**config.mk**
```make
export PLATFORM = sky130hd
export DESIGN_NAME = micro_tile_sel_ctrl
export DESIGN_NICKNAME = d
export VERILOG_FILES = /design/src/rtl/micro_tile_pkg.sv /design/src/rtl/micro_tile_dwell_timer.sv /design/src/rtl/micro_tile_sel_ctrl.sv
export SDC_FILE = /design/constraint.sdc
export NUM_CORES = 1
export LEC_CHECK = 0
export CAP_MARGIN = 20
export CORE_ASPECT_RATIO = 1.5
export CORE_MARGIN = 5
export CORE_UTILIZATION = 27
export CTS_CLUSTER_SIZE = 10
export DETAILED_ROUTE_END_ITERATION = 12
export PLACE_DENSITY = 0.56
export SLEW_MARGIN = 20
export SYNTH_ARGS = -nofsm -noshare
export SYNTH_HDL_FRONTEND = slang
export SYNTH_SLANG_ARGS = --single-unit
```
**constraint.sdc**
```tcl
create_clock -name clk -period 3.9 [get_ports clk]
set_input_delay 0.78 -clock clk [delete_from_list [all_inputs] [get_ports clk]]
set_output_delay 0.78 -clock clk [all_outputs]
set_load 0.01 [all_outputs]
```
**src/rtl/micro_tile_pkg.sv**
```systemverilog
// Shared definitions for the micro tile container: controller state encoding
// and the tile count / select width also used by the container output mux.
package micro_tile_pkg;

    localparam int MT_NUM_TILES      = 4;
    localparam int MT_SEL_W          = 2;
    localparam int MT_QUIESCE_CYCLES = 4;
    localparam int MT_DWELL_W        = 16;

    typedef enum logic [2:0] {
        BOOT,
        RUN,
        DRAIN,
        GATE,
        WAKE
    } tile_ctrl_state_t;

endpackage

```
**src/rtl/micro_tile_dwell_timer.sv**
```systemverilog
// Loadable up-counter with clear and enable; tc is high while enabled and the
// count equals the terminal value, so the owner sees it in the last counted cycle.
module micro_tile_dwell_timer #(
    parameter int W = 16
) (
    input  logic         clk,
    input  logic         rst,
    input  logic         clr,
    input  logic         en,
    input  logic         load,
    input  logic [W-1:0] load_val,
    input  logic [W-1:0] term,
    output logic         tc
);

    logic [W-1:0] count_reg;

    assign tc = en && (count_reg == term);

    always_ff @(posedge clk) begin
        if (rst || clr) begin
            count_reg <= '0;
        end else if (load) begin
            count_reg <= load_val;
        end else if (en) begin
            count_reg <= count_reg + W'(1);
        end
    end

endmodule

```
**src/rtl/micro_tile_sel_ctrl.sv**
```systemverilog
// Tile selection controller: keeps exactly one micro tile clocked and out of reset,
// and walks every switch through drain, clock gate and wake phases.
module micro_tile_sel_ctrl
    import micro_tile_pkg::*;
#(
    parameter int NUM_TILES      = MT_NUM_TILES,
    parameter int SEL_W          = MT_SEL_W,
    parameter int QUIESCE_CYCLES = MT_QUIESCE_CYCLES,
    parameter int DWELL_W        = MT_DWELL_W
) (
    input  logic                 clk,
    input  logic                 rst,
    input  logic                 req_valid,
    input  logic [SEL_W-1:0]     req_sel,
    output logic                 req_ready,
    input  logic                 auto_en,
    input  logic [DWELL_W-1:0]   dwell,
    output logic [NUM_TILES-1:0] tile_clk_en,
    output logic [NUM_TILES-1:0] tile_rst_n,
    output logic [SEL_W-1:0]     active_sel,
    output logic                 out_valid,
    output logic                 busy
);

    localparam int CNT_W    = $clog2(QUIESCE_CYCLES + 1);
    localparam int SEL_SPAN = 2 ** SEL_W;

    tile_ctrl_state_t     state_reg;
    logic [SEL_W-1:0]     active_reg;
    logic [SEL_W-1:0]     target_reg;
    logic [NUM_TILES-1:0] clk_en_reg;
    logic [NUM_TILES-1:0] rst_n_reg;
    logic                 run_reg;

    logic [SEL_SPAN-1:0]  sel_in_range;
    logic [NUM_TILES-1:0] onehot_active;
    logic [NUM_TILES-1:0] onehot_target;
    logic [SEL_W-1:0]     auto_sel;
    logic [SEL_W-1:0]     switch_sel;
    logic                 switch_go;
    logic                 state_leave;

    logic                 phase_en;
    logic                 phase_tc;
    logic [CNT_W-1:0]     phase_term;
    logic                 dwell_en;
    logic                 dwell_tc;
    logic [DWELL_W-1:0]   dwell_term;

    // Select codes past the last tile are legal on the pins but map to nothing.
    generate
        for (genvar gi = 0; gi < SEL_SPAN; gi++) begin : g_range
            assign sel_in_range[gi] = (gi < NUM_TILES);
        end
        for (genvar gi = 0; gi < NUM_TILES; gi++) begin : g_decode
            assign onehot_active[gi] = (active_reg == SEL_W'(gi));
            assign onehot_target[gi] = (target_reg == SEL_W'(gi));
        end
    endgenerate

    assign auto_sel = (active_reg == SEL_W'(NUM_TILES - 1)) ? '0 : active_reg + SEL_W'(1);

    // An external request in RUN always wins over the auto-scan expiry, even a no-op one.
    always_comb begin
        switch_go  = 1'b0;
        switch_sel = auto_sel;
        if (state_reg == RUN) begin
            if (req_valid) begin
                switch_go  = sel_in_range[req_sel] && (req_sel != active_reg);
                switch_sel = req_sel;
            end else if (dwell_tc) begin
                switch_go = 1'b1;
            end
        end
    end

    assign state_leave = phase_tc || (state_reg == GATE) || switch_go;

    // BOOT counts one extra cycle: its first cycle is the reset-value cycle with clocks off.
    assign phase_en   = (state_reg == BOOT) || (state_reg == DRAIN) || (state_reg == WAKE);
    assign phase_term = (state_reg == BOOT) ? CNT_W'(QUIESCE_CYCLES) : CNT_W'(QUIESCE_CYCLES - 1);

    micro_tile_dwell_timer #(
        .W (CNT_W)
    ) u_phase_timer (
        .clk      (clk),
        .rst      (rst),
        .clr      (state_leave),
        .en       (phase_en),
        .load     (1'b0),
        .load_val ('0),
        .term     (phase_term),
        .tc       (phase_tc)
    );

    assign dwell_en   = (state_reg == RUN) && auto_en && (dwell != '0);
    assign dwell_term = dwell - DWELL_W'(1);

    // Reload to zero on expiry so a dropped auto request simply starts a fresh dwell.
    micro_tile_dwell_timer #(
        .W (DWELL_W)
    ) u_dwell_timer (
        .clk      (clk),
        .rst      (rst),
        .clr      (!dwell_en),
        .en       (dwell_en),
        .load     (dwell_tc),
        .load_val ('0),
        .term     (dwell_term),
        .tc       (dwell_tc)
    );

    always_ff @(posedge clk) begin
        if (rst) begin
            state_reg  <= BOOT;
            active_reg <= '0;
            target_reg <= '0;
            clk_en_reg <= '0;
            rst_n_reg  <= '0;
            run_reg    <= 1'b0;
        end else begin
            unique case (state_reg)
                BOOT: begin
                    clk_en_reg <= onehot_active;
                    if (phase_tc) begin
                        state_reg <= RUN;
                        rst_n_reg <= onehot_active;
                        run_reg   <= 1'b1;
                    end
                end
                RUN: begin
                    if (switch_go) begin
                        state_reg  <= DRAIN;
                        target_reg <= switch_sel;
                        rst_n_reg  <= '0;
                        run_reg    <= 1'b0;
                    end
                end
                DRAIN: begin
                    if (phase_tc) begin
                        state_reg  <= GATE;
                        clk_en_reg <= '0;
                    end
                end
                GATE: begin
                    state_reg  <= WAKE;
                    active_reg <= target_reg;
                    clk_en_reg <= onehot_target;
                end
                WAKE: begin
                    if (phase_tc) begin
                        state_reg <= RUN;
                        rst_n_reg <= onehot_active;
                        run_reg   <= 1'b1;
                    end
                end
                default: begin
                    state_reg  <= BOOT;
                    clk_en_reg <= '0;
                    rst_n_reg  <= '0;
                    run_reg    <= 1'b0;
                end
            endcase
        end
    end

    assign tile_clk_en = clk_en_reg;
    assign tile_rst_n  = rst_n_reg;
    assign active_sel  = active_reg;
    assign out_valid   = run_reg;
    assign req_ready   = run_reg;
    assign busy        = !run_reg;

endmodule

```
---- Word-level counts from Yosys, hierarchy flattened ----
Cells that the tools add are included.
word-level totals
  register bits ........................... 35
  latch bits .............................. 0
  RAM bits ................................ 0
  bits in read-only memories .............. 0
  output and inout port bits .............. 13
  memories kept ........................... 0
cells by class
  add/subtract/negate cells ............... 4
  multipliers ............................. 0
  divide/modulo/power cells ............... 0
  $lt $le $gt $ge ......................... 1
  eq/ne operators ......................... 16
  shift operators ......................... 0
  mux-type cells .......................... 20
  bitwise gates (word level) .............. 2
  reduce and logical (&&, ||, !) cells .... 25
operators by type and width
  operator                                                                number
  16-bit by 1-bit adder with 16-bit output (second input constant)        1
  16-bit equality test                                                    1
  4-bit one-hot mux with 4 select lines                                   1
  16-bit nonzero test                                                     1
  16-bit by 1-bit subtractor with 16-bit output (second input constant)   1
  3-bit 2-to-1 mux                                                        4
  4-bit 2-to-1 mux                                                        3
  3-bit one-hot mux with 4 select lines                                   1
  4-bit one-hot mux with 3 select lines                                   1
  2-bit equality test (second input constant)                             4
  2-bit OR reduction                                                      4
  3-bit by 2-bit equality test with 1-bit output (second input constant)  2
  1-bit logical OR                                                        6
  1-bit 2-to-1 mux                                                        6
  3-bit AND reduction                                                     2
  1-bit logical AND                                                       5
  2-bit by 1-bit equality test with 1-bit output (second input constant)  2
  2-bit zero test                                                         2
  2-bit 2-to-1 mux                                                        2
  2-bit != test (second input constant)                                   2
  2-bit AND reduction                                                     2
  3-bit by 1-bit adder with 3-bit output (second input constant)          1
  3-bit by 1-bit equality test with 1-bit output (second input constant)  1
  3-bit equality test                                                     1
  other kinds (10)                                                        12

---- Logic depth before layout (Yosys ltp) ----
  depth in word-level cells ............... 9
  depth in mapped cells ................... 12
  gate-level depth less buffers ........... 10

---- Modules after synthesis ----
Synthesis repeated with hierarchy kept, for this count alone.
second synthesis, totals
  cells, all modules ...................... 300
  area total of the unflattened synthesis .. 2,466.1 um^2
modules (own cells, without submodules)
  module                                   times used  cells each  area an instance (um^2)  seq. area each (um^2)
  micro_tile_sel_ctrl                      1           155         1,222.4                  320.3
  micro_tile_dwell_timer at u_dwell_timer  1           125         1,032.2                  320.3
  micro_tile_dwell_timer at u_phase_timer  1           20          211.5                    60.1

---- Worst setup path after synthesis ----
Ideal clock, no wire load.
  kind .................................... input to register
  from .................................... input port dwell[0]
  to ...................................... register target_reg[0]
  library setup time ...................... 0.071 ns
  arrival time ............................ 2.895 ns
  path slack .............................. 0.935 ns
  stages on the path ...................... 9
  path through ............................ inv_1 ha_1 xnor2_1 or3_4 a2111oi_4 o211ai_2 o41a_1 or3_1 a21oi_1
on the way
  longest elaborated chain between the ends .. 7
  elaborated cells on any way between the ends .. 9
  classes of those cells .................. 1 x add/sub; 1 x eq/ne; 3 x mux; 4 x reduce/logical
ends and longest elaborated chain
  element                                                                                      line                                                     source
  from (decl)                                                                                  micro_tile_sel_ctrl.sv:17                                input logic [DWELL_W-1:0] dwell,
  16-bit by 1-bit subtractor with 16-bit output / 16-bit nonzero test (equally long branches)  micro_tile_sel_ctrl.sv:97, micro_tile_sel_ctrl.sv:96
  16-bit equality test / 1-bit logical AND (equally long branches)                             micro_tile_dwell_timer.sv:18, micro_tile_sel_ctrl.sv:96
  1-bit logical AND (*)                                                                        micro_tile_dwell_timer.sv:18                             assign tc = en && (count_reg == term);
  1-bit 2-to-1 mux (*)                                                                         micro_tile_sel_ctrl.sv:71                                end else if (dwell_tc) begin
  1-bit 2-to-1 mux (*)                                                                         micro_tile_sel_ctrl.sv:68                                if (req_valid) begin
  1-bit 2-to-1 mux (*)                                                                         micro_tile_sel_ctrl.sv:67                                if (state_reg == RUN) begin
  2-bit AND reduction (no line) (*)                                                            -
  to (signal assigned)                                                                         micro_tile_sel_ctrl.sv:134                               target_reg <= switch_sel;
  to (decl)                                                                                    micro_tile_sel_ctrl.sv:30                                logic [SEL_W-1:0] target_reg;
Every way passes the cells marked *; elsewhere a longest branch is shown, timed or not.
A chain may end at the register's enable or synchronous reset.

---- Final worst setup path ----
  from .................................... input port dwell[1]
  to ...................................... register target_reg[1]
Same word-level chain as after synthesis.

==> metrics <==
status finished clean; # setup viols final 0; DP HPWL approximately 4600 um; CTS tree yes; first-pass GRT wire length 9701 um; layout cells sized above 1 0.07813; Syn Inst Count 280; Setup TNS 0 ns; leakage power slightly below 1 nW; first drt pass iteration count 4; Final min period 3.408 ns; WL final 5801 um; Worst-Skew Late Latency 0.28 ns; Post-Synth XOR/XNOR Area 0.1354; total CTS buffers 5; Post-CTS Resized 0; yosys warns 0; Area growth syn-to-layout 27.42%; top cells by count, synth nor2_1, dfxtp_1, nand2_1; Adder-Cell Fraction of Synth Area 0.03870; Post-Synth Simple-Gate Area 0.3002; I/O pin cnt 35; Synth area leaders dfxtp_1, xnor2_1, nor2_1, xor2_1, a21oi_1; vias in the first global route 2063; WP data required between 4 and 5 ns; final hold violations 0; pwr dens 309.2 mW/mm2; # Max-Cap Violations 0; final cycle utilization of the critical path 0.8739; syn_nets 309; CTS Sinks 35; multiplexer share of the synthesized area 0.02266; CP Capture Type flip-flop; CTS max path bufs 2; mapped cell area 0.002263 mm2; unrepaired setup endpoints after global routing no; die height roughly 120 um; hold_ws 0.4915 ns; #FFs+latches synth 35; Fmax 293.4 MHz; IO buf count 34; Worst Path Buf+Inv 2; Post-synth EDFFs 0; max_slew headroom 0.6464; drt first-iter violations 73; # hold bufs at CTS 0; setup bufs post-CTS 0; non-filler instance count after layout roughly 430; crit-path max FO 8; VDD IR max 156.1 uV; Via density 4.754; ant diodes 0; DRC 0; Die Wd 84.76 um; CP arrival between 3 and 4 ns; delay-heaviest family, CP compound AO/OA/AOI/OAI gates; die area between 0.01 and 0.015 mm2; global route overflow 0; final max-slew violation count 0; placed insts approximately 420; Worst-path clk slew 0.06 ns; GPL Wtd Cong 0.8374; initial antenna violation count 0; min-delay worst type reg2reg; area of the core 0.008310 mm2; DR WL/cell roughly 14 um; Setup CP Type in2reg; largest net degree at the start of global routing 17; Vias 2030; Yosys cell types between 50 and 60; count leader, synth nor2_1; Worst Setup Start Kind input port; CP max-delay cell clkdlybuf4s50_1; CP Cell Sequence clkdlybuf4s50_1, inv_1, ha_1, xnor2_1, or3_4, a2111oi_4, o211ai_2, o41a_1, or3_1, a21oi_1; Synth Flop Type dfxtp_1; GRT Util Overall 0.1192; dominant cell type by area after synthesis dfxtp_1; CP peak stage delay 0.55 ns; Seq/Total Area, Yosys 0.3096; clock skew 0.005114 ns; H-tree Lvls 2; compound-gate portion of the synthesized area 0.1581; row count 41; clock root cell clkbuf_16; Least-Margin Pin Slew approximately 0.53 ns; Async SR Flop Fraction 0; Mapped Avg Cell Area 8.084 um2; Routed Antenna Nets 0; post-synth top area share 0.3096; largest family of logic cells by synthesized area simple AND/OR/NAND/NOR gates; # nets final between 300 and 400; max FFs per register 16; Starting Density 0.2724
==> final timing paths <==
kind	startpoint	cells past startpoint	slack [ns]	end
worst max-delay path	dwell[1]	10	0.49	target_reg[1]$_SDFFE_PP0P_
worst min-delay path	u_dwell_timer.count_reg[0]$_SDFFE_PP0P_	1	0.49	u_dwell_timer.count_reg[0]$_SDFFE_PP0P_
worst max register to register	u_dwell_timer.count_reg[4]$_SDFFE_PP0P_	8	1.39	target_reg[1]$_SDFFE_PP0P_
worst min register to register	u_dwell_timer.count_reg[0]$_SDFFE_PP0P_	1	0.49	u_dwell_timer.count_reg[0]$_SDFFE_PP0P_
==> final cells by class <==
class	count	area (um2)
fillers	903	5426
multi-input cells	226	1483
flip-flops and latches	35	700.7
repair buffers	40	385.4
well taps	107	133.9
clock buffers	5	125.1
inverters	11	41.29
clock inverters	3	15.01
==> cell families (layout without fill, tap and decap cells) <==
logic type               Yosys count  in the layout
multiplexers                       5              5
adder cells (fa/ha/maj)            7              7
XOR/XNOR                          35             35
AO/OA/AOI/OAI                     49             49
AND/OR/NAND/NOR                  130            130
flip-flops                        35             35
buffers and inverters             19             59
==> layer usage <==
metal  wire [um]  track usage
met1        2374       0.1234
met2        3118       0.2270
met3         183      0.02436
met4         125      0.05347
met5           0            0
==> cell usage in the layout, fill, tap and decap left out, types with 2 or more instances in the layout <==
cell type        synthesis  layout
dfxtp_1                 35      35
o21ai_0                  4       4
ha_1                     7       7
nand4b_1                 2       2
xor2_1                  12      12
a21oi_1                 19      19
nor3b_1                  4       4
clkbuf_16                0       5
mux2i_1                  4       4
xnor2_1                 23      23
nor2_1                  43      43
nand2_1                 25      25
nand2b_1                 5       5
a32o_1                   4       4
nand3_1                 12      12
a31o_2                   4       4
nor2b_1                  4       4
inv_1                   10      10
nor3_1                  10      10
and3_1                   4       4
nand4_1                  5       5
clkinv_2                 0       3
clkdlybuf4s50_1          0      34
buf_4                    2       6
or3_1                    3       3
a21boi_0                 3       3
a31oi_1                  3       3
==> stage by stage <==
| step | power, W | instance area [um2] | utilization | worst slack [ns] |
|---|---|---|---|---|
| 6_report | 0.0008918 | 2884 | 0.3470 | 0.4918 |
| 4_1_cts | 0.0009040 | 2884 | 0.3470 | 0.4855 |
| 2_1_floorplan | 0.0004572 | 2263 | - | 0.9348 |
| 3_3_place_gp | 0.0005131 | 2744 | 0.3302 | 0.2454 |
| 5_1_grt | 0.0009341 | 2884 | 0.3470 | 0.3126 |
| 3_5_place_dp | 0.0005137 | 2744 | 0.3302 | 0.1985 |
==> report_power, final <==
part | leakage (nW) | internal [W] | switching, W
clock | 0.0733 | 0.000233 | 0.000154
combinational | 0.638 | 0.0000616 | 0.0000647
sequential | 0.283 | 0.000368 | 0.0000114
Note: power is estimated with default switching activity, not from simulation.
